### src/rtl/rijndael_round_ctrl.sv
// rijndael_round_ctrl -- iterative Rijndael encryption sequencer.
//
// Holds the cipher state register and the round counter. For each block it
// fetches round keys 0..NR from an external key-schedule unit over a
// request/valid handshake. It applies the initial AddRoundKey itself and uses
// an external combinational round unit for rounds 1..NR.
//
// Ports:
//   clk_i, rst_i             clock, synchronous active-high reset
//   in_valid_i/in_ready_o    plaintext stream handshake, in_block_i data
//   rk_req_o/rk_idx_o        round-key request and index (0..NR)
//   rk_valid_i/rk_i          round-key response
//   rnd_state_o/rnd_key_o    operands for the external round unit
//   rnd_final_o              last round: round unit skips MixColumns
//   rnd_result_i             round-unit result (combinational)
//   out_valid_o/out_ready_i  ciphertext stream handshake, out_block_o data
//   busy_o                   high whenever the controller is not idle
//
// Optional build macro RIJNDAEL_ROUND_CTRL_B2B_EN: when it is defined, a new
// block can be accepted in the same cycle the previous ciphertext is taken.
// This removes the idle bubble between blocks.
module rijndael_round_ctrl #(
  parameter int NB = 4,
  parameter int NK = 4,
  localparam int STATESIZE = 32 * NB
) (
  input  logic                 clk_i,
  input  logic                 rst_i,
  input  logic                 in_valid_i,
  output logic                 in_ready_o,
  input  logic [STATESIZE-1:0] in_block_i,
  output logic                 rk_req_o,
  output logic [3:0]           rk_idx_o,
  input  logic                 rk_valid_i,
  input  logic [STATESIZE-1:0] rk_i,
  output logic [STATESIZE-1:0] rnd_state_o,
  output logic [STATESIZE-1:0] rnd_key_o,
  output logic                 rnd_final_o,
  input  logic [STATESIZE-1:0] rnd_result_i,
  output logic                 out_valid_o,
  input  logic                 out_ready_i,
  output logic [STATESIZE-1:0] out_block_o,
  output logic                 busy_o
);

  localparam int NR = ((NB > NK) ? NB : NK) + 6;
  localparam logic [3:0] NR_L = 4'(NR);

  if (!((NB == 4) || (NB == 6) || (NB == 8)) ||
      !((NK == 4) || (NK == 6) || (NK == 8))) begin : g_bad_param
    $fatal(1, "rijndael_round_ctrl: NB and NK must each be 4, 6 or 8");
  end

  localparam logic [1:0] S_IDLE = 2'd0;
  localparam logic [1:0] S_KEY  = 2'd1;
  localparam logic [1:0] S_DONE = 2'd2;

  logic [1:0]           fsm_reg, fsm_next;
  logic [STATESIZE-1:0] data_reg, data_next;
  logic [3:0]           round_reg, round_next;
  logic                 in_fire, key_fire, out_fire;

`ifdef RIJNDAEL_ROUND_CTRL_B2B_EN
  // Accepting in DONE is only safe when the current ciphertext leaves in the
  // same cycle, so readiness follows the downstream ready.
  assign in_ready_o = (fsm_reg == S_IDLE) | ((fsm_reg == S_DONE) & out_ready_i);
`else
  assign in_ready_o = (fsm_reg == S_IDLE);
`endif

  assign rk_req_o    = (fsm_reg == S_KEY);
  assign rk_idx_o    = round_reg;
  assign rnd_state_o = data_reg;
  assign rnd_key_o   = rk_i;
  assign rnd_final_o = (fsm_reg == S_KEY) && (round_reg == NR_L);
  assign out_valid_o = (fsm_reg == S_DONE);
  assign out_block_o = out_valid_o ? data_reg : '0;
  assign busy_o      = (fsm_reg != S_IDLE);

  assign in_fire  = in_valid_i & in_ready_o;
  // A key response counts only while a request is outstanding.
  assign key_fire = rk_req_o & rk_valid_i;
  assign out_fire = out_valid_o & out_ready_i;

  always_comb begin
    fsm_next   = fsm_reg;
    data_next  = data_reg;
    round_next = round_reg;
    case (fsm_reg)
      S_IDLE: begin
        if (in_fire) begin
          data_next  = in_block_i;
          round_next = 4'd0;
          fsm_next   = S_KEY;
        end
      end
      S_KEY: begin
        if (key_fire) begin
          if (round_reg == 4'd0) begin
            // Round 0 is a bare AddRoundKey, done here without the round unit.
            data_next  = data_reg ^ rk_i;
            round_next = 4'd1;
          end else begin
            data_next = rnd_result_i;
            // The counter stops at NR; DONE is entered instead of advancing.
            if (round_reg == NR_L) begin
              fsm_next = S_DONE;
            end else begin
              round_next = round_reg + 4'd1;
            end
          end
        end
      end
      S_DONE: begin
        if (out_fire) begin
          round_next = 4'd0;
          // in_fire can only be set here in the back-to-back build.
          if (in_fire) begin
            data_next = in_block_i;
            fsm_next  = S_KEY;
          end else begin
            fsm_next = S_IDLE;
          end
        end
      end
      default: begin
        fsm_next   = S_IDLE;
        round_next = 4'd0;
      end
    endcase
  end

  always_ff @(posedge clk_i) begin
    if (rst_i) begin
      fsm_reg   <= S_IDLE;
      data_reg  <= '0;
      round_reg <= 4'd0;
    end else begin
      fsm_reg   <= fsm_next;
      data_reg  <= data_next;
      round_reg <= round_next;
    end
  end

endmodule

### config.mk
export PLATFORM = sky130hd
export DESIGN_NAME = rijndael_round_ctrl
export DESIGN_NICKNAME = d
export VERILOG_FILES = /design/src/rtl/rijndael_round_ctrl.sv
export SDC_FILE = /design/constraint.sdc
export NUM_CORES = 1
export LEC_CHECK = 0
export ABC_AREA = 1
export CAP_MARGIN = 20
export CORE_AREA = 2 2 307 309
export DETAILED_ROUTE_END_ITERATION = 8
export DIE_AREA = 0 0 309 311
export GPL_TIMING_DRIVEN = 0
export HOLD_SLACK_MARGIN = 0.1
export MAX_ROUTING_LAYER = met4
export REMOVE_ABC_BUFFERS = 1
export SLEW_MARGIN = 5
export SYNTH_ARGS = -nofsm -noshare
export SYNTH_HDL_FRONTEND = slang
export SYNTH_SLANG_ARGS = --single-unit
### constraint.sdc
create_clock -name clk_i -period 2.5 [get_ports clk_i]
set_input_delay 0.25 -clock clk_i [delete_from_list [all_inputs] [get_ports clk_i]]
set_output_delay 0.25 -clock clk_i [all_outputs]
set_load 0.01 [all_outputs]
==> Yosys cells after proc, flatten, opt, wreduce, memory -nomap -nowiden <==
Index checks and enable logic that the tools add are counted.
{ "word_totals": {"word_cells": 44, "regBits": 134, "in_bits": 389} }
{ "op_classes": {"n_addsub": 1, "bitwise_logic": 4, "n_eq_ne": 9, "n_mux": 19, "reduce_logical": 8} }
{ "ops": {"columns": ["operator", "count"], "rows": [
  ["$mux 128", 5],
  ["$pmux 128 s3", 1],
  ["$xor 128x128->128", 1],
  ["$mux 4", 5],
  ["$pmux 4 s3", 1],
  ["$mux 2", 5],
  ["$ne 2x1->1 const B", 4],
  ["$pmux 2 s3", 1],
  ["$reduce_and 5->1", 1],
  ["$add 4x1->4 const B", 1],
  ["$eq 4x4->1 const B", 1],
  ["$logic_not 4->1", 1],
  ["$reduce_and 4->1", 1],
  ["$and 1x1->1", 3],
  ["$ne 3x3->1 const B", 1],
  ["$reduce_and 3->1", 1],
  ["$reduce_bool 3->1", 1],
  ["$eq 2x1->1 const B", 1],
  ["$eq 2x2->1 const B", 1],
  ["$logic_not 2->1", 1],
  ["$ne 2x2->1 const B", 1],
  ["$reduce_bool 2->1", 1],
  ["$logic_and 1x1->1", 1],
  ["$mux 1", 1]
]} }

==> Logic depth before layout (Yosys ltp) <==
Gate-level depths: netlist of run 1.
{ "logic_depth": {"word_depth": 5, "mapped_depth": 10, "mapped_depth_nobuf": 10} }

==> Worst setup path after synthesis of run 1 <==
Ideal clock, no wire load.
{ "synth_path": {"path_kind": "reg2out", "from": "register fsm_reg[1]", "to": "output port out_block_o[107]", "required_ns": 2.250, "arrival_time_ns": 1.325, "path_stages_with_launch": 7, "slack_ns": 0.925, "cell_sequence": "dfxtp_1 -> inv_2 -> nor2_1 -> inv_1 -> clkbuf_1 -> buf_1 -> nor2_1"} }
{ "synth_between": {"elab_chain_len": 2} }
{ "synth_lines": {"columns": ["item", "line", "text"], "rows": [
  ["from (decl)", "58", "logic [1:0] fsm_reg, fsm_next;"],
  ["from (signal assigned)", "139", "fsm_reg <= fsm_next;"],
  ["$eq 2x2->1", "76", "assign out_valid_o = (fsm_reg == S_DONE);"],
  ["via out_valid_o", "40", "output logic out_valid_o,"],
  ["$mux 128", "77", "assign out_block_o = out_valid_o ? data_reg : '0;"],
  ["to (decl)", "42", "output logic [STATESIZE-1:0] out_block_o,"]
]} }
The timed path passes the listed nets, and every way through them passes these cells.

==> Worst setup path after layout of run 1 <==
{ "layout_path": {"from": "register fsm_reg[1]", "to": "output port out_block_o[46]"} }
{ "layout_between": {"elab_chain_len": 2} }
{ "layout_lines": {"columns": ["item", "line"], "rows": [
  ["$eq 2x2->1", "76"],
  ["$mux 128", "77"]
]} }
Every way passes these cells.

==> results of run 1 <==
-- where the power goes --
part	internal (mW)	leakage [nW]	total (mW)	switching, mW
sequential	3.16	1.11	4.48	1.32
clock	1.72	0.306	2.90	1.17
combinational	6.07	8.25	14.4	8.36
-- cell families after synthesis --
kind of cell	after synthesis	share of synthesized area
DFF	134	0.250
buffers and inverters	384	0.187
adders and majority gates	3	0.00350
xor gates and xnor gates	128	0.105
AOI/OAI and AO/OA	136	0.0635
and+or+nand+nor	1068	0.391
-- how the worst min path moves through the flow --
stage / startpoint / cells after the start / endpoint / slack (ns)
after detailed placement: fsm_reg[0]$_SDFFE_PP0P_ / 2 / fsm_reg[0]$_SDFFE_PP0P_ / 0.56
after global placement: rk_idx_o[3]$_SDFFE_PP0P_ / 2 / rk_idx_o[3]$_SDFFE_PP0P_ / 0.53
after CTS: in_block_i[91] / 5 / rnd_state_o[91]$_SDFFE_PP0P_ / 0.37
final: in_block_i[64] / 5 / rnd_state_o[64]$_SDFFE_PP0P_ / 0.44
after floorplan: rst_i / 1 / rk_idx_o[2]$_SDFFE_PP0P_ / 0.32
after global routing: in_block_i[26] / 5 / rnd_state_o[26]$_SDFFE_PP0P_ / 0.40
-- routing by layer --
layer | GRT usage | vias to the layer above
li1 | - | 6732
met1 | 0.163 | 6169
met2 | 0.210 | 553
met3 | 0.0272 | 42
met4 | 0.0435 | 0
met5 | - | -
-- worst min-delay path, cell delays in order --
cell and delay (ns):
clkdlybuf4s50_1 0.39, nand2_1 0.06, nand2_1 0.05, nor2_1 0.09
nor2_1 0.05
-- cells in the final DEF (no fill, tap or decap), types with 2 or more instances in the layout --
cell type	instances
nand3_1	132
bufbuf_16	3
inv_8	2
inv_1	139
nor2_2	2
dlygate4sd2_1	36
nand2_1	531
buf_12	12
a21oi_1	3
o21ai_0	133
dfxtp_1	132
clkbuf_8	6
inv_6	2
clkbuf_1	2
dlymetal6s2s_1	55
ha_1	3
buf_4	13
diode_2	2
nor2_1	395
clkbuf_16	20
inv_2	2
nor2_4	5
clkinvlp_4	2
xor2_1	128
bufinv_16	3
clkinv_2	2
clkdlybuf4s50_1	688
buf_16	9
nand4_1	2
-- what timing repair did --
item,in CTS,in global routing
gates resized for setup,54,61
pin swaps,3,2
setup buffers,10,5
gates cloned,8,4
endpoints found under the setup margin,258,141
-- through the flow --
step                      hold WS, ns  power [mW]  area [µm²]  std cells
after global placement          0.532        11.7       18600       3648
after detailed placement        0.556        18.0       19100       3667
after CTS                       0.368        21.8       20000       3717
after floorplan                 0.319        8.75        9250       1613
after global routing            0.404        23.6       20300       3727
final                           0.442        21.8       20300       3728
-- final cells by class --
class | count | share of cell area
repair buffers | 822 | 0.429
clock buffers | 25 | 0.0254
well taps | 1254 | 0.0775
flip-flops and latches | 134 | 0.133
multi-input cells | 1338 | 0.301
clock inverters | 7 | 0.00568
repair inverters | 2 | 0.000988
diodes | 2 | 0.000247
inverters | 144 | 0.0281
==> impl_metrics.yaml, run 1 <==
outcome:
  status: "complete, no violations"
timing:
  setup_tns_ns: 0
  fmax_mhz: 416
  fin_crit_sh: 0.962
  worst_pin_slew_ns: 0.688
  setup_violations: 0
  fin_skew_ns: 0.0111
  min_period_ns: 2.41
  fin_ws_ns: 0.0944
  slew_viol_final: 0
  max_slew_margin: 0.536
  hold_viol: 0
detailed_routing:
  drc: 0
  routed_wl_um: 65000
  wl_met1_um: 29800
  wl_met2_um: 30000
  vias: 13496
  drt_iter0_drc: 717
  wl_met3_um: 3700
  routed.top_layer: "met4"
  ant_nets: 0
  post_drt_wl_per_cell_um: 17.4
  viasPerCell: 3.62
  drtPass1Iterations: 5
power_and_ir_drop:
  p_per_area_nw_per_um2: 1080
  ir_drop_mv: 0.532
  leakage_nw: 9.67
layout:
  syn_to_final_growth_pct: 89.1
  largest_reg_flops: 128
  multi_input_area_um2: 6100
  nFillCells: 10447
  drive_above_1_share: 0.0368
  finalNetCount: 2851
  fin_util: 0.218
  ff_latch_area_um2: 2690
setup_path:
  endpoint: "out_block_o[46]"
  rr_worst_depth: 14
  regToRegSetupSlack_ns: 0.16
  startpoint_type: "flop"
  path_delay_family: "buffers and inverters"
  critPathMaxFanout: 35
  worst_ep_arrival_time_ns: 2.16
  slowest_delay_ns: 0.54
  slowest_stage: "clkdlybuf4s50_1"
  cp_cell_sequence: "inv_2, nor2_4, buf_12, inv_16, buf_16, nor2_1, clkdlybuf4s50_1"
  cp.required_ns: 2.25
  critPathBufInv: 5
  worstSetupPathDepth: 7
  end_kind: "output port"
  r2r_start: "fsm_reg[1]$_SDFFE_PP0P_"
  startpoint: "fsm_reg[1]$_SDFFE_PP0P_"
  r2r_end: "rnd_state_o[57]$_SDFFE_PP0P_"
  path_class: "flop to output port"
die:
  die-width_um: 309
  die_h_um: 311
  top_level_ports: 782
  start_util: 0.115
  dieArea_um2: 96100
  core_area_um2: 92800
  row_count: 112
synthesis:
  ys_warn_count: 0
  ys.flop_type: "dfxtp_1"
  syn_area_um2: 10700
  avgSynthCellArea_um2: 5.78
  synthCells: 1853
  synth_seq_cells: 134
  synth_edf_count: 0
  netlist_top_cells_count: "532 x nand2_1, 398 x nor2_1, 141 x inv_1"
  ys_async_sr_fraction: 0
  yosys.area.top_type: "dfxtp_1"
  ys_top_cells_by_area: "dfxtp_1 25%, nand2_1 19%, nor2_1 14%"
  synth_cell_types: 18
  synth_top_cell_area_share: 0.250
  ys_seq_area_frac: 0.250
  synth.most_common_cell: "nand2_1"
clocking:
  clkTransAtPathRegs_ns: 0.06
  cts_tree: "yes"
  cts-root-buf: "clkbuf_16"
  clockBufferDepth: 2
  cts_buffers: 17
  clock_sinks: 134
  cts_hold_buf: 0
  htreeDepth: 4
  clock_latency_ns: 0.49
global_route:
  grt_max_degree: 70
  grt.total_usage: 0.131
  grt_pass1_wl_um: 88100
  grt_pass1_vias: 12692
  overflow: 0
  antenna_found_initial: 3
placement:
  port_buffers: 781
  hpwl_um: 47100
  gp_congestion: 0.881
  place_ws_ns: -0.867
flow_run:
  max_cap_viol_count: 0
worst_hold_path:
  hold_path.class: "input pin to flop"
Note: power is estimated with default switching activity, not from simulation.
==> run 2, diff against run 1 <==
- CAP_MARGIN: 20 -> unset
- CELL_PAD_IN_SITES_DETAIL_PLACEMENT: unset -> 1
- CELL_PAD_IN_SITES_GLOBAL_PLACEMENT: unset -> 2
- CORE_AREA: 2 2 307 309 -> 2 2 303 305
- DIE_AREA: 0 0 309 311 -> 0 0 305 307
- GPL_TIMING_DRIVEN: 0 -> unset
- PLACE_DENSITY_LB_ADDON: unset -> 0.1
==> run 2 against run 1 <==
Net effect:
- clock skew grew 0.0068 ns
- sequential share of layout area grew 0.19 points
- worst hold slack got worse by 0.0027 ns
- worst setup slack got worse by 0.0047 ns
- largest power group unchanged
- clock power decreased by 3%
- flip-flop and latch count is the same
- die area is 2.6% lower
- final cell count down 1.7%
- non-clock buffer count decreased by 2
- critical path depth is the same
==> impl_metrics.yaml, run 2 (synthesized netlist as in run 1, its figures left out) <==
detailed_routing:
  vias: 13475
  viasPerCell: 3.68
  drt_iter0_drc: 366
  routed_wl_um: 72900
  drc: 0
  drtPass1Iterations: 4
  post_drt_wl_per_cell_um: 19.9
  ant_nets: 0
clocking:
  clock_latency_ns: 0.49
  cts_buffers: 17
  cts-root-buf: "clkbuf_16"
  clockBufferDepth: 2
  htreeDepth: 4
  clock_sinks: 134
  cts_tree: "yes"
  clkTransAtPathRegs_ns: 0.06
timing:
  setup_violations: 0
  worst_pin_slew_ns: 0.697
  fin_crit_sh: 0.964
  min_period_ns: 2.41
  slew_viol_final: 0
  rsz0062_at_grt: "yes"
  fmax_mhz: 415
  setup_tns_ns: 0
  fin_skew_ns: 0.0179
  max_slew_margin: 0.535
  hold_viol: 0
die:
  die_h_um: 307
  row_count: 111
  die-width_um: 305
  start_util: 0.118
  top_level_ports: 782
  core_area_um2: 90700
  dieArea_um2: 93600
placement:
  dpl_cell_area_um2: 19000
  port_buffers: 781
  hpwl_um: 53700
  gp_congestion: 0.768
power_and_ir_drop:
  p_per_area_nw_per_um2: 1050
  leakage_nw: 9.08
  ir_drop_mv: 0.849
worst_hold_path:
  hold_path.class: "input pin to flop"
  min_from: "rst_i"
global_route:
  grt_pass1_wl_um: 101000
  grt_pass1_vias: 14338
  grt.total_usage: 0.153
  antenna_found_initial: 18
  overflow: 0
  grt_max_degree: 123
flow_run:
  max_cap_viol_count: 0
setup_path:
  critPathMaxFanout: 23
  path_class: "flop to output port"
  worst_ep_arrival_time_ns: 2.16
  startpoint: "fsm_reg[1]$_SDFFE_PP0P_"
  startpoint_type: "flop"
  end_kind: "output port"
  r2r_start: "rk_idx_o[0]$_SDFFE_PP0P_"
  cp.required_ns: 2.25
outcome:
  status: "complete, no violations"
layout:
  nFillCells: 11053
  final_cell_area_um2: 20000
  largest_reg_flops: 128
  drive_above_1_share: 0.0333
  syn_to_final_growth_pct: 86.3
  mostFrequentLayoutCells: "732 x clkdlybuf4s50_1, 532 x nand2_1, 395 x nor2_1"
  final_common_cell: "clkdlybuf4s50_1"
  ff_latch_area_um2: 2690
  multi_input_area_um2: 6070
  finalNetCount: 2844
run 2: through the flow:
stage	instances	power (mW)	hold slack (ns)	setup slack, ns	utilization
finish	3666	20.9	0.439	0.0897	0.220
global route	3666	22.9	0.428	-0.00215	0.220
CTS	3647	21.5	0.389	0.000989	0.218
detailed placement	3609	18.0	0.554	0.0853	0.210
global placement	3609	17.9	0.554	0.0914	0.210
floorplan	1613	8.75	0.319	-5.49	-
run 2: where the power goes:
group / internal [mW] / leakage [nW] / total (mW) / switching [mW]
logic: 5.72 / 7.69 / 13.5 / 7.75
clock network: 1.59 / 0.282 / 2.81 / 1.22
registers: 3.16 / 1.11 / 4.66 / 1.50
total: 10.5 / 9.08 / 20.9 / 10.5
run 2: area by class of cell:
type	instances	area share
antenna	17	0.00213
clock buffer	19	0.0222
clock inverter	11	0.00765
inverter	144	0.0278
multi-input combinational	1335	0.304
sequential	134	0.135
tap	1186	0.0744
timing repair buffer	820	0.427
run 2: critical path, stage by stage, from the launching register on:
cell             delay [ns]
dfxtp_2                0.37
inv_2                  0.07
nor2_4                 0.14
buf_12                 0.13
inv_8                  0.07
buf_16                 0.17
nor2_1                 0.12
clkdlybuf4s50_1        0.55
run 2: worst paths after layout:
check,to,slack [ns],cells past startpoint
hold reg to reg,rk_idx_o[3]$_SDFFE_PP0P_,0.55,2
setup reg to reg,rnd_state_o[24]$_SDFFE_PP0P_,0.41,10
setup / recovery,out_block_o[12],0.09,7
hold / removal,rk_idx_o[1]$_SDFFE_PP0P_,0.44,2
run 2: what timing repair did:
item,4_1_cts,5_1_grt
setup endpoints to repair,130,73
buffers inserted,4,0
cloned,4,2
resized for setup,24,40
hold buffers,0,0
pin swaps,2,0
run 2: layer usage:
layer,share of wire,vias to the layer above,GRT usage
met2,0.54,406,0.287
li1,-,6710,-
met5,0,-,-
met3,0.050,46,0.0380
met1,0.40,6313,0.162
met4,0.016,0,0.0336
